[config.mk]
export PLATFORM = sky130hd
export DESIGN_NAME = mem_access_unit
export DESIGN_NICKNAME = d
export VERILOG_FILES = /design/src/rtl/mem_access_unit.sv
export SDC_FILE = /design/constraint.sdc
export NUM_CORES = 1
export LEC_CHECK = 0
export ABC_AREA = 1
export BUFFER_PORTS_ARGS = -buffer_cell sky130_fd_sc_hd__clkbuf_2
export CORE_MARGIN = 3
export CORE_UTILIZATION = 35
export CTS_CLUSTER_SIZE = 40
export DETAILED_ROUTE_END_ITERATION = 10
export HOLD_SLACK_MARGIN = 0.15
export PLACE_DENSITY = 0.66
export SLEW_MARGIN = 20
export SYNTH_ARGS = -nofsm -noshare
export SYNTH_HDL_FRONTEND = slang
export SYNTH_SLANG_ARGS = --single-unit
[constraint.sdc]
create_clock -name clk -period 3 [get_ports clk]
set_input_delay 0.6 -clock clk [delete_from_list [all_inputs] [get_ports clk]]
set_output_delay 0.6 -clock clk [all_outputs]
set_load 0.05 [all_outputs]
[src/rtl/mem_access_unit.sv]
// mem_access_unit
//   MEM-stage data-memory access engine. Launches one SRAM-like bus
//   transaction per live load/store taken from the EX/MEM latch. It places
//   store data on the correct byte lanes and extends load data. Misaligned
//   accesses raise AdEL/AdES combinationally. mem_stall_o holds the pipeline
//   until the access completes.
//
//   Optional feature macro: MEM_UNALIGNED_LWLR_EN
//     defined   : LWL/LWR/SWL/SWR (memops 9..C) access the word-aligned
//                 address with merged/shifted data.
//     undefined : memops 9..C behave as "none".
//
//   Bus handshake (valid/ready): data_req_o is the request valid and
//   data_addr_ok_i is its ready. A request is accepted on the cycle where
//   both are high. Once raised, the request is not withdrawn, and
//   addr/size/wstrb/wdata/wr hold steady until it is accepted.
//   data_data_ok_i is a single-cycle completion pulse. It arrives no earlier
//   than the cycle after acceptance.
//
// Ports
//   clk, rst (async, active-low)
//   mem_valid_i, mem_memop_i, mem_addr_i, mem_sdata_i, mem_rtold_i,
//   mem_except_i, mem_flush_i, pipe_stall_i   : pipeline side inputs
//   data_req_o, data_wr_o, data_size_o, data_addr_o, data_wstrb_o,
//   data_wdata_o, data_cached_o                : bus request
//   data_addr_ok_i, data_data_ok_i, data_rdata_i : bus responses
//   mem_rdata_o, mem_stall_o, mem_adel_o, mem_ades_o, mem_badvaddr_o
//   fsm_state_o                                : FSM state (debug)
module mem_access_unit #(
  parameter int ADDR_W   = 32,
  parameter bit KSEG1_UC = 1'b1
) (
  input  logic              clk,
  input  logic              rst,
  input  logic              mem_valid_i,
  input  logic [3:0]        mem_memop_i,
  input  logic [31:0]       mem_addr_i,
  input  logic [31:0]       mem_sdata_i,
  input  logic [31:0]       mem_rtold_i,
  input  logic              mem_except_i,
  input  logic              mem_flush_i,
  input  logic              pipe_stall_i,
  output logic              data_req_o,
  output logic              data_wr_o,
  output logic [1:0]        data_size_o,
  output logic [ADDR_W-1:0] data_addr_o,
  output logic [3:0]        data_wstrb_o,
  output logic [31:0]       data_wdata_o,
  output logic              data_cached_o,
  input  logic              data_addr_ok_i,
  input  logic              data_data_ok_i,
  input  logic [31:0]       data_rdata_i,
  output logic [31:0]       mem_rdata_o,
  output logic              mem_stall_o,
  output logic              mem_adel_o,
  output logic              mem_ades_o,
  output logic [31:0]       mem_badvaddr_o,
  output logic [1:0]        fsm_state_o
);

  typedef enum logic [1:0] {
    S_IDLE = 2'd0,
    S_REQ  = 2'd1,
    S_WAIT = 2'd2,
    S_DONE = 2'd3
  } state_t;

  state_t      state;
  logic        cancel;
  logic [3:0]  op_q;
  logic [1:0]  ofs_q;

  // Decode of the instruction currently in the EX/MEM latch
  logic        is_load;
  logic        is_store;
  logic        misaligned;
  logic [1:0]  size_d;
  logic [3:0]  strb_d;
  logic [31:0] wdata_d;
  logic [31:0] baddr_d;
  logic        live;
  logic        start;
  logic [31:0] load_val;
  logic [7:0]  byte_sel;
  logic [15:0] half_sel;

`ifdef MEM_UNALIGNED_LWLR_EN
  logic [31:0] rtold_q;
`else
  logic        unused_rtold;
  assign unused_rtold = ^mem_rtold_i;
`endif

  always_comb begin
    is_load    = 1'b0;
    is_store   = 1'b0;
    misaligned = 1'b0;
    size_d     = 2'd2;
    strb_d     = 4'b0000;
    wdata_d    = 32'h0;
    baddr_d    = mem_addr_i;
    case (mem_memop_i)
      4'h1, 4'h2: begin
        is_load = 1'b1;
        size_d  = 2'd0;
      end
      4'h3, 4'h4: begin
        is_load    = 1'b1;
        size_d     = 2'd1;
        misaligned = mem_addr_i[0];
      end
      4'h5: begin
        is_load    = 1'b1;
        misaligned = |mem_addr_i[1:0];
      end
      4'h6: begin
        is_store = 1'b1;
        size_d   = 2'd0;
        strb_d   = 4'b0001 << mem_addr_i[1:0];
        wdata_d  = {4{mem_sdata_i[7:0]}};
      end
      4'h7: begin
        is_store   = 1'b1;
        size_d     = 2'd1;
        misaligned = mem_addr_i[0];
        strb_d     = mem_addr_i[1] ? 4'b1100 : 4'b0011;
        wdata_d    = {2{mem_sdata_i[15:0]}};
      end
      4'h8: begin
        is_store   = 1'b1;
        misaligned = |mem_addr_i[1:0];
        strb_d     = 4'b1111;
        wdata_d    = mem_sdata_i;
      end
`ifdef MEM_UNALIGNED_LWLR_EN
      4'h9, 4'hA: begin
        is_load = 1'b1;
        baddr_d = {mem_addr_i[31:2], 2'b00};
      end
      // SWL stores the top (offset+1) bytes of rt into the low lanes.
      4'hB: begin
        is_store = 1'b1;
        baddr_d  = {mem_addr_i[31:2], 2'b00};
        case (mem_addr_i[1:0])
          2'd0:    begin strb_d = 4'b0001; wdata_d = {24'h0, mem_sdata_i[31:24]}; end
          2'd1:    begin strb_d = 4'b0011; wdata_d = {16'h0, mem_sdata_i[31:16]}; end
          2'd2:    begin strb_d = 4'b0111; wdata_d = {8'h0, mem_sdata_i[31:8]}; end
          default: begin strb_d = 4'b1111; wdata_d = mem_sdata_i; end
        endcase
      end
      // SWR stores the low (4-offset) bytes of rt into the high lanes.
      4'hC: begin
        is_store = 1'b1;
        baddr_d  = {mem_addr_i[31:2], 2'b00};
        case (mem_addr_i[1:0])
          2'd0:    begin strb_d = 4'b1111; wdata_d = mem_sdata_i; end
          2'd1:    begin strb_d = 4'b1110; wdata_d = {mem_sdata_i[23:0], 8'h0}; end
          2'd2:    begin strb_d = 4'b1100; wdata_d = {mem_sdata_i[15:0], 16'h0}; end
          default: begin strb_d = 4'b1000; wdata_d = {mem_sdata_i[7:0], 24'h0}; end
        endcase
      end
`endif
      default: ;
    endcase
  end

  // A new instruction can only be considered while idle. The pipeline holds
  // the latch contents stable during REQ/WAIT/DONE via the stall.
  assign live  = mem_valid_i & ~mem_except_i & ~mem_flush_i & (state == S_IDLE);
  assign start = live & (is_load | is_store) & ~misaligned;

  assign mem_adel_o     = live & is_load & misaligned;
  assign mem_ades_o     = live & is_store & misaligned;
  assign mem_badvaddr_o = (mem_adel_o | mem_ades_o) ? mem_addr_i : 32'h0;

  assign data_req_o  = (state == S_REQ);
  assign mem_stall_o = ((state == S_IDLE) & start) | (state == S_REQ) |
                       (state == S_WAIT) | ((state == S_DONE) & cancel);
  assign fsm_state_o = state;

  // Load extraction uses the offset and memop captured at launch.
  assign byte_sel = data_rdata_i[{ofs_q, 3'b000} +: 8];
  assign half_sel = data_rdata_i[{ofs_q[1], 4'b0000} +: 16];

  always_comb begin
    load_val = data_rdata_i;
    case (op_q)
      4'h1: load_val = {{24{byte_sel[7]}}, byte_sel};
      4'h2: load_val = {24'h0, byte_sel};
      4'h3: load_val = {{16{half_sel[15]}}, half_sel};
      4'h4: load_val = {16'h0, half_sel};
`ifdef MEM_UNALIGNED_LWLR_EN
      4'h9: begin
        case (ofs_q)
          2'd0:    load_val = {data_rdata_i[7:0], rtold_q[23:0]};
          2'd1:    load_val = {data_rdata_i[15:0], rtold_q[15:0]};
          2'd2:    load_val = {data_rdata_i[23:0], rtold_q[7:0]};
          default: load_val = data_rdata_i;
        endcase
      end
      4'hA: begin
        case (ofs_q)
          2'd0:    load_val = data_rdata_i;
          2'd1:    load_val = {rtold_q[31:24], data_rdata_i[31:8]};
          2'd2:    load_val = {rtold_q[31:16], data_rdata_i[31:16]};
          default: load_val = {rtold_q[31:8], data_rdata_i[31:24]};
        endcase
      end
`endif
      default: load_val = data_rdata_i;
    endcase
  end

  always_ff @(posedge clk or negedge rst) begin
    if (!rst) begin
      state         <= S_IDLE;
      cancel        <= 1'b0;
      op_q          <= 4'h0;
      ofs_q         <= 2'd0;
      data_wr_o     <= 1'b0;
      data_size_o   <= 2'd0;
      data_addr_o   <= '0;
      data_wstrb_o  <= 4'b0000;
      data_wdata_o  <= 32'h0;
      data_cached_o <= 1'b0;
      mem_rdata_o   <= 32'h0;
`ifdef MEM_UNALIGNED_LWLR_EN
      rtold_q       <= 32'h0;
`endif
    end else begin
      case (state)
        S_IDLE: begin
          if (start) begin
            state         <= S_REQ;
            cancel        <= 1'b0;
            op_q          <= mem_memop_i;
            ofs_q         <= mem_addr_i[1:0];
            data_wr_o     <= is_store;
            data_size_o   <= size_d;
            data_addr_o   <= baddr_d[ADDR_W-1:0];
            data_wstrb_o  <= strb_d;
            data_wdata_o  <= wdata_d;
            data_cached_o <= ~(KSEG1_UC && (mem_addr_i[31:29] == 3'b101));
            // Cleared so a cancelled or store access leaves a zero result.
            mem_rdata_o   <= 32'h0;
`ifdef MEM_UNALIGNED_LWLR_EN
            rtold_q       <= mem_rtold_i;
`endif
          end
        end
        S_REQ: begin
          if (mem_flush_i) cancel <= 1'b1;
          if (data_addr_ok_i) state <= S_WAIT;
        end
        S_WAIT: begin
          if (data_data_ok_i) begin
            // A flushed access still finishes on the bus; its data is dropped.
            if (cancel || mem_flush_i) begin
              state  <= S_IDLE;
              cancel <= 1'b0;
            end else begin
              state <= S_DONE;
              if (!data_wr_o) mem_rdata_o <= load_val;
            end
          end else if (mem_flush_i) begin
            cancel <= 1'b1;
          end
        end
        S_DONE: begin
          if (mem_flush_i || !pipe_stall_i) state <= S_IDLE;
        end
        default: state <= S_IDLE;
      endcase
    end
  end

endmodule
==> results.yml, run 1 <==
outcome:
  outcome: "completed"
global_routing:
  grt_pass1_wl_um: 29700
  grt_pass1_vias: 5978
  grt_start_max_net_pins: 100
  antenna_found_initial: 0
  grt-ovfl-total: 0
  grt_usage: 0.200
yosys:
  synth-edff-count: 0
  synth_seq_cells: 111
  synth_top_area_frac: 0.463
  synthTopCellsByCount: "272 x nand2_1, 111 x dfrtp_1, 102 x nor2_1"
  yosysSeqAreaShare: 0.463
  synth_cell_types: 29
  synthArstFlopShare: 1.00
  syn-cell-area_um2: 6000
  synthesis.nets: 989
  syn_inst: 844
  yosysTopAreaCell: "dfrtp_1"
  ys_top_cells_by_area: "dfrtp_1 46%, nand2_1 17%, o21ai_0 6.8%"
  synthFlopType: "dfrtp_1"
  yosys.cell_count.top_type: "nand2_1"
  avgSynthCellArea_um2: 7.11
  ys_warn_count: 0
power_and_ir_drop:
  power.leakage_nw: 4.72
  pwr_density_cell_nw_per_um2: 1020
  ir_drop_uv: 516
sta:
  fmaxAchievable_ghz: 0.351
  fin_setup_tns_ps: 0
  slew_violations: 0
  worst_pin_slew_ps: 733
  setup_viol: 0
  fin_crit_sh: 0.950
  maxSlewHeadroom: 0.511
  clock_skew_ps: 9.44
  fin_crit_ps: 2850
  finalHoldViolCount: 0
routing:
  vias: 6206
  wl_per_cell_um: 14.3
  drc: 0
  vias_per_cell: 4.76
  dr.pass1.iters: 5
  drt-initial-drc-count: 415
  drt_wl_total_um: 18700
  final_antenna_net_count: 0
clock_tree:
  htree_levels: 3
  postCtsHoldBufs: 0
  clock_latency_ps: 360
  cts_buffers: 9
  cts_tree: "yes"
  clockBufferDepth: 2
  clk_pin_slew_ps: 80
  cts_num_sinks: 111
  post_cts_resized: 27
  cts_setup_buffers: 0
  cts-root-buf: "clkbuf_16"
critical_path:
  worstPathCellList: "inv_1, ha_4, nand2_1, nor3_4, nand2_1, nand2_2, nand2_1, buf_12, nor2_1, clkbuf_4"
  crit_path_top_delay_cell: "dfrtp_2"
  worstSetupPathType: "reg -> out"
  start_kind: "flop"
  critPathMaxStageDelay_ps: 450
  r2r_start: "fsm_state_o[0]"
  arrival_ps: 2250
  cpMostUsedCell: "nand2_1"
  crit_start: "fsm_state_o[0]"
  critPathRequiredTime_ps: 2400
  end_kind: "output port"
  path_max_fanout: 32
final_layout:
  n_fill_cell: 1731
  num_antenna_cells: 0
  finalNetCount: 1225
  postLayoutCellArea_um2: 8030
  drive_above_1_share: 0.281
  syn_to_final_growth_pct: 33.8
flow_run:
  maxCapViolCount: 0
floorplan:
  die-area_um2: 18700
  die_w_um: 137
  rows: 47
  die_y_um: 137
  initial_utilization: 0.359
  core_area_um2: 16700
  ios: 282
hold_path:
  hp-class: "in -> async"
placement:
  hpwl_um: 13800
  place.gp.congestion: 0.820
  placed_cell_area_um2: 7590
  port_buffers: 249
[cell families after synthesis]
kind of cell,after synthesis,share of synthesized area
AOI/OAI and AO/OA,143,0.129
adders and majority gates,5,0.0104
buffers and inverters,142,0.100
DFF,111,0.463
and+or+nand+nor,443,0.297
[power breakdown]
group / internal [W] / switching [W] / leakage [nW] / total (W)
clock network: 0.000678 / 0.000638 / 0.158 / 0.00132
logic: 0.00108 / 0.00349 / 3.09 / 0.00457
registers: 0.00200 / 0.000314 / 1.47 / 0.00231
total: 0.00376 / 0.00444 / 4.72 / 0.00820
[per-layer routing]
| layer | wire [um] | GRT usage | vias up |
|---|---|---|---|
| li1 | - | - | 3119 |
| met1 | 7890 | 0.250 | 2817 |
| met2 | 8640 | 0.330 | 238 |
| met3 | 1700 | 0.0585 | 32 |
| met4 | 439 | 0.0721 | 0 |
| met5 | 0 | 0 | - |
[placed cells by master (no fill, tap or decap), types with 2 or more instances in the layout]
master	instances
o21ai_0	81
nand3_2	2
inv_2	3
inv_6	3
clkbuf_2	216
clkbuf_4	17
nand2_2	2
inv_1	94
dfrtp_1	110
a21o_1	2
nor2_2	6
buf_12	10
a21oi_1	28
inv_8	2
nand3_1	57
nor2_1	96
nand4_1	3
buf_6	5
o21ai_1	7
o21ai_2	2
a22oi_1	2
clkbuf_16	9
a221oi_1	3
o21bai_1	8
a31oi_1	6
buf_4	20
nand2_1	272
o31ai_1	3
clkinv_1	2
ha_1	4
[sequential cells by signal, summed over array words and instances, names as in the netlist, 2 cells and up]
register,cells
fsm_state_o,2
mem_rdata_o,32
data_wdata_o,32
data_addr_o,32
data_size_o,2
op_q,4
data_wstrb_o,4
[critical path: cells and delay by family (launching register included)]
family	cells	cell delay, ps
DFF	1	450
adders and majority gates	1	180
and+or+nand+nor	6	680
buffers and inverters	3	570
[cell type report]
type / count / area [um2] / share of cell area
sequential: 111 / 2780 / 0.346
multi-input combinational: 591 / 2670 / 0.332
timing repair buffer: 268 / 1620 / 0.201
inverter: 99 / 372 / 0.0463
tap: 220 / 275 / 0.0343
clock buffer: 9 / 225 / 0.0281
clock inverter: 7 / 95.1 / 0.0118
[metrics by stage]
step	setup slack [ps]	cells	utilization	hold WS, ps	total power (W)
2_1_floorplan	-25.5	844	-	304	0.00574
3_3_place_gp	319	1289	0.454	463	0.00686
3_5_place_dp	262	1289	0.454	465	0.00690
4_1_cts	36.6	1305	0.478	318	0.00825
5_1_grt	-28.3	1305	0.481	350	0.00878
6_report	149	1305	0.481	300	0.00820
[worst paths after layout]
path	endpoint	slack, ps	depth (start not counted)
worst max register to register	mem_rdata_o[29]	700	12
min in group clk	data_addr_o[26]	470	3
worst min-delay path	mem_rdata_o[22]	300	1
worst min register to register	mem_rdata_o[20]	480	2
max in group asynchronous	fsm_state_o[0]	1960	2
worst max-delay path	mem_badvaddr_o[13]	150	10
Power figures use the tool's default switching activity.
==> run 2: changes to the inputs <==
CORE_MARGIN = 2   (was 3)
==> run 2 against run 1 <==
Against the previous run: combinational power is 0.9% higher; fmax hardly changed; first-iteration DRC count is 0.24% higher; power is 1.0% lower; setup slack worse by 2.5 ps; sequential power hardly changed; hold slack worse by 100 ps; critical path type unchanged; largest cell class unchanged; highest routed layer unchanged.
==> results.yml, run 2 (synthesis gave the netlist of run 1 again) <==
outcome:
  outcome: "completed"
final_layout:
  n_fill_cell: 1680
  reg_top3: "data_addr_o: 32 flops, data_wdata_o: 32 flops, mem_rdata_o: 32 flops"
  fin_util: 0.479
  num_antenna_cells: 0
  syn_to_final_growth_pct: 33.0
  drive_above_1_share: 0.278
  seqCellArea_um2: 2780
  finalNetCount: 1224
  layout_commonest_cell: "nand2_1"
  final_cell_mix: "271 x nand2_1, 216 x clkbuf_2, 111 x dfrtp_1, 97 x nor2_1, 95 x inv_1"
  multiInputGateArea_um2: 2650
  final_cells: 1304
power_and_ir_drop:
  pwr_density_cell_nw_per_um2: 1020
  power.leakage_nw: 4.71
  p_total_w: 0.00811
  ir_drop_uv: 559
routing:
  wl_per_cell_um: 14.1
  dr.pass1.iters: 5
  final_antenna_net_count: 0
  drt_wl_total_um: 18300
  drt-initial-drc-count: 416
  vias: 6184
  vias_per_cell: 4.74
  drc: 0
sta:
  fin_setup_tns_ps: 0
  maxSlewHeadroom: 0.548
  fin_crit_ps: 2850
  slew_violations: 0
  worst_pin_slew_ps: 677
  setup_viol: 0
  clock_skew_ps: 7.47
  fin_hold_ws_ps: 199
  finalHoldViolCount: 0
  rsz0062_at_grt: "yes"
  fin_crit_sh: 0.951
  fmaxAchievable_ghz: 0.350
clock_tree:
  cts_num_sinks: 111
  cts_buffers: 9
  cts_setup_buffers: 0
  cts_tree: "yes"
  postCtsHoldBufs: 0
  clk_pin_slew_ps: 80
  htree_levels: 3
  cts-root-buf: "clkbuf_16"
  clock_latency_ps: 360
  clockBufferDepth: 2
critical_path:
  worstSetupPathType: "reg -> out"
  crit_path_top_delay_cell: "dfrtp_1"
  reg2reg_depth: 13
  reg2reg_to: "data_wdata_o[6]"
  r2r_start: "fsm_state_o[1]"
  worstPathCellList: "inv_1, ha_1, nand2_1, nor3_2, nand2_1, nand2_2, nand2_2, buf_12, nor2_1, buf_12"
  path_max_fanout: 31
  crit_start: "fsm_state_o[1]"
  end_kind: "output port"
  start_kind: "flop"
  critPathRequiredTime_ps: 2400
  crit_end: "mem_badvaddr_o[14]"
  r2r_slack_ps: 770
  arrival_ps: 2250
  critPathMaxStageDelay_ps: 440
global_routing:
  grt_start_max_net_pins: 76
  grt_pass1_wl_um: 29000
  grt_pass1_vias: 5875
  grt_usage: 0.201
  antenna_found_initial: 0
  grt-ovfl-total: 0
floorplan:
  core_area_um2: 16600
  rows: 47
  die-area_um2: 18200
  ios: 282
  die_y_um: 135
  die_w_um: 135
  initial_utilization: 0.360
placement:
  place.gp.congestion: 0.824
  hpwl_um: 13500
  port_buffers: 249
  dp.cells: 1288
flow_run:
  maxCapViolCount: 0
hold_path:
  hp-class: "in -> async"
-- run 2: cell types whose count changed in the layout (fill, tap and decap cells not counted), sizes merged --
cell	before	now
inv	102	99
clkinvlp	0	1
clkinv	3	5
clkbuf	242	239
bufinv	1	0
buf	35	38
-- run 2: final cells by class --
type,instances,share of cell area
Inverter,99,0.0466
Timing Repair Buffer,267,0.202
Tap cell,220,0.0345
Sequential cell,111,0.348
Clock inverter,6,0.00659
Clock buffer,10,0.0300
Multi-Input combinational cell,591,0.332
-- run 2: critical path, delay by kind of cell (launching register included) --
family	cells	cell delay, ps
fa+ha+maj	1	190
buf+inv	3	500
flops	1	440
simple gates	6	760
-- run 2: through the flow --
step	setup slack, ps	cell area [um2]
floorplan	-25.5	6000
global placement	244	7610
detailed placement	211	7610
CTS	9.83	7960
global route	-7.83	7980
finish	146	7980
-- run 2: per-layer routing --
metal,GRT usage,vias up,wire (um)
met5,0,-,0
met1,0.258,2813,8080
li1,-,3118,-
met4,0.0749,0,335
met3,0.0533,22,1560
met2,0.325,231,8370
-- run 2: report_power, final --
part	internal, W	total, W	switching, W	leakage, nW
sequential	0.00200	0.00231	0.000308	1.47
clock	0.000601	0.00120	0.000595	0.142
combinational	0.00111	0.00461	0.00350	3.09
total	0.00371	0.00811	0.00441	4.71
-- run 2: how the worst min path moves through the flow --
stage | to | slack [ps] | cells after the start
floorplan | cancel | 300 | 0
global placement | mem_rdata_o[22] | 460 | 2
detailed placement | data_wdata_o[16] | 470 | 1
CTS | mem_rdata_o[26] | 210 | 1
global route | mem_rdata_o[26] | 230 | 1
finish | mem_rdata_o[26] | 200 | 1
-- run 2: repair_timing --
action	in CTS	in global routing
pin swaps	0	0
setup endpoints to repair	31	31
resized for setup	25	17
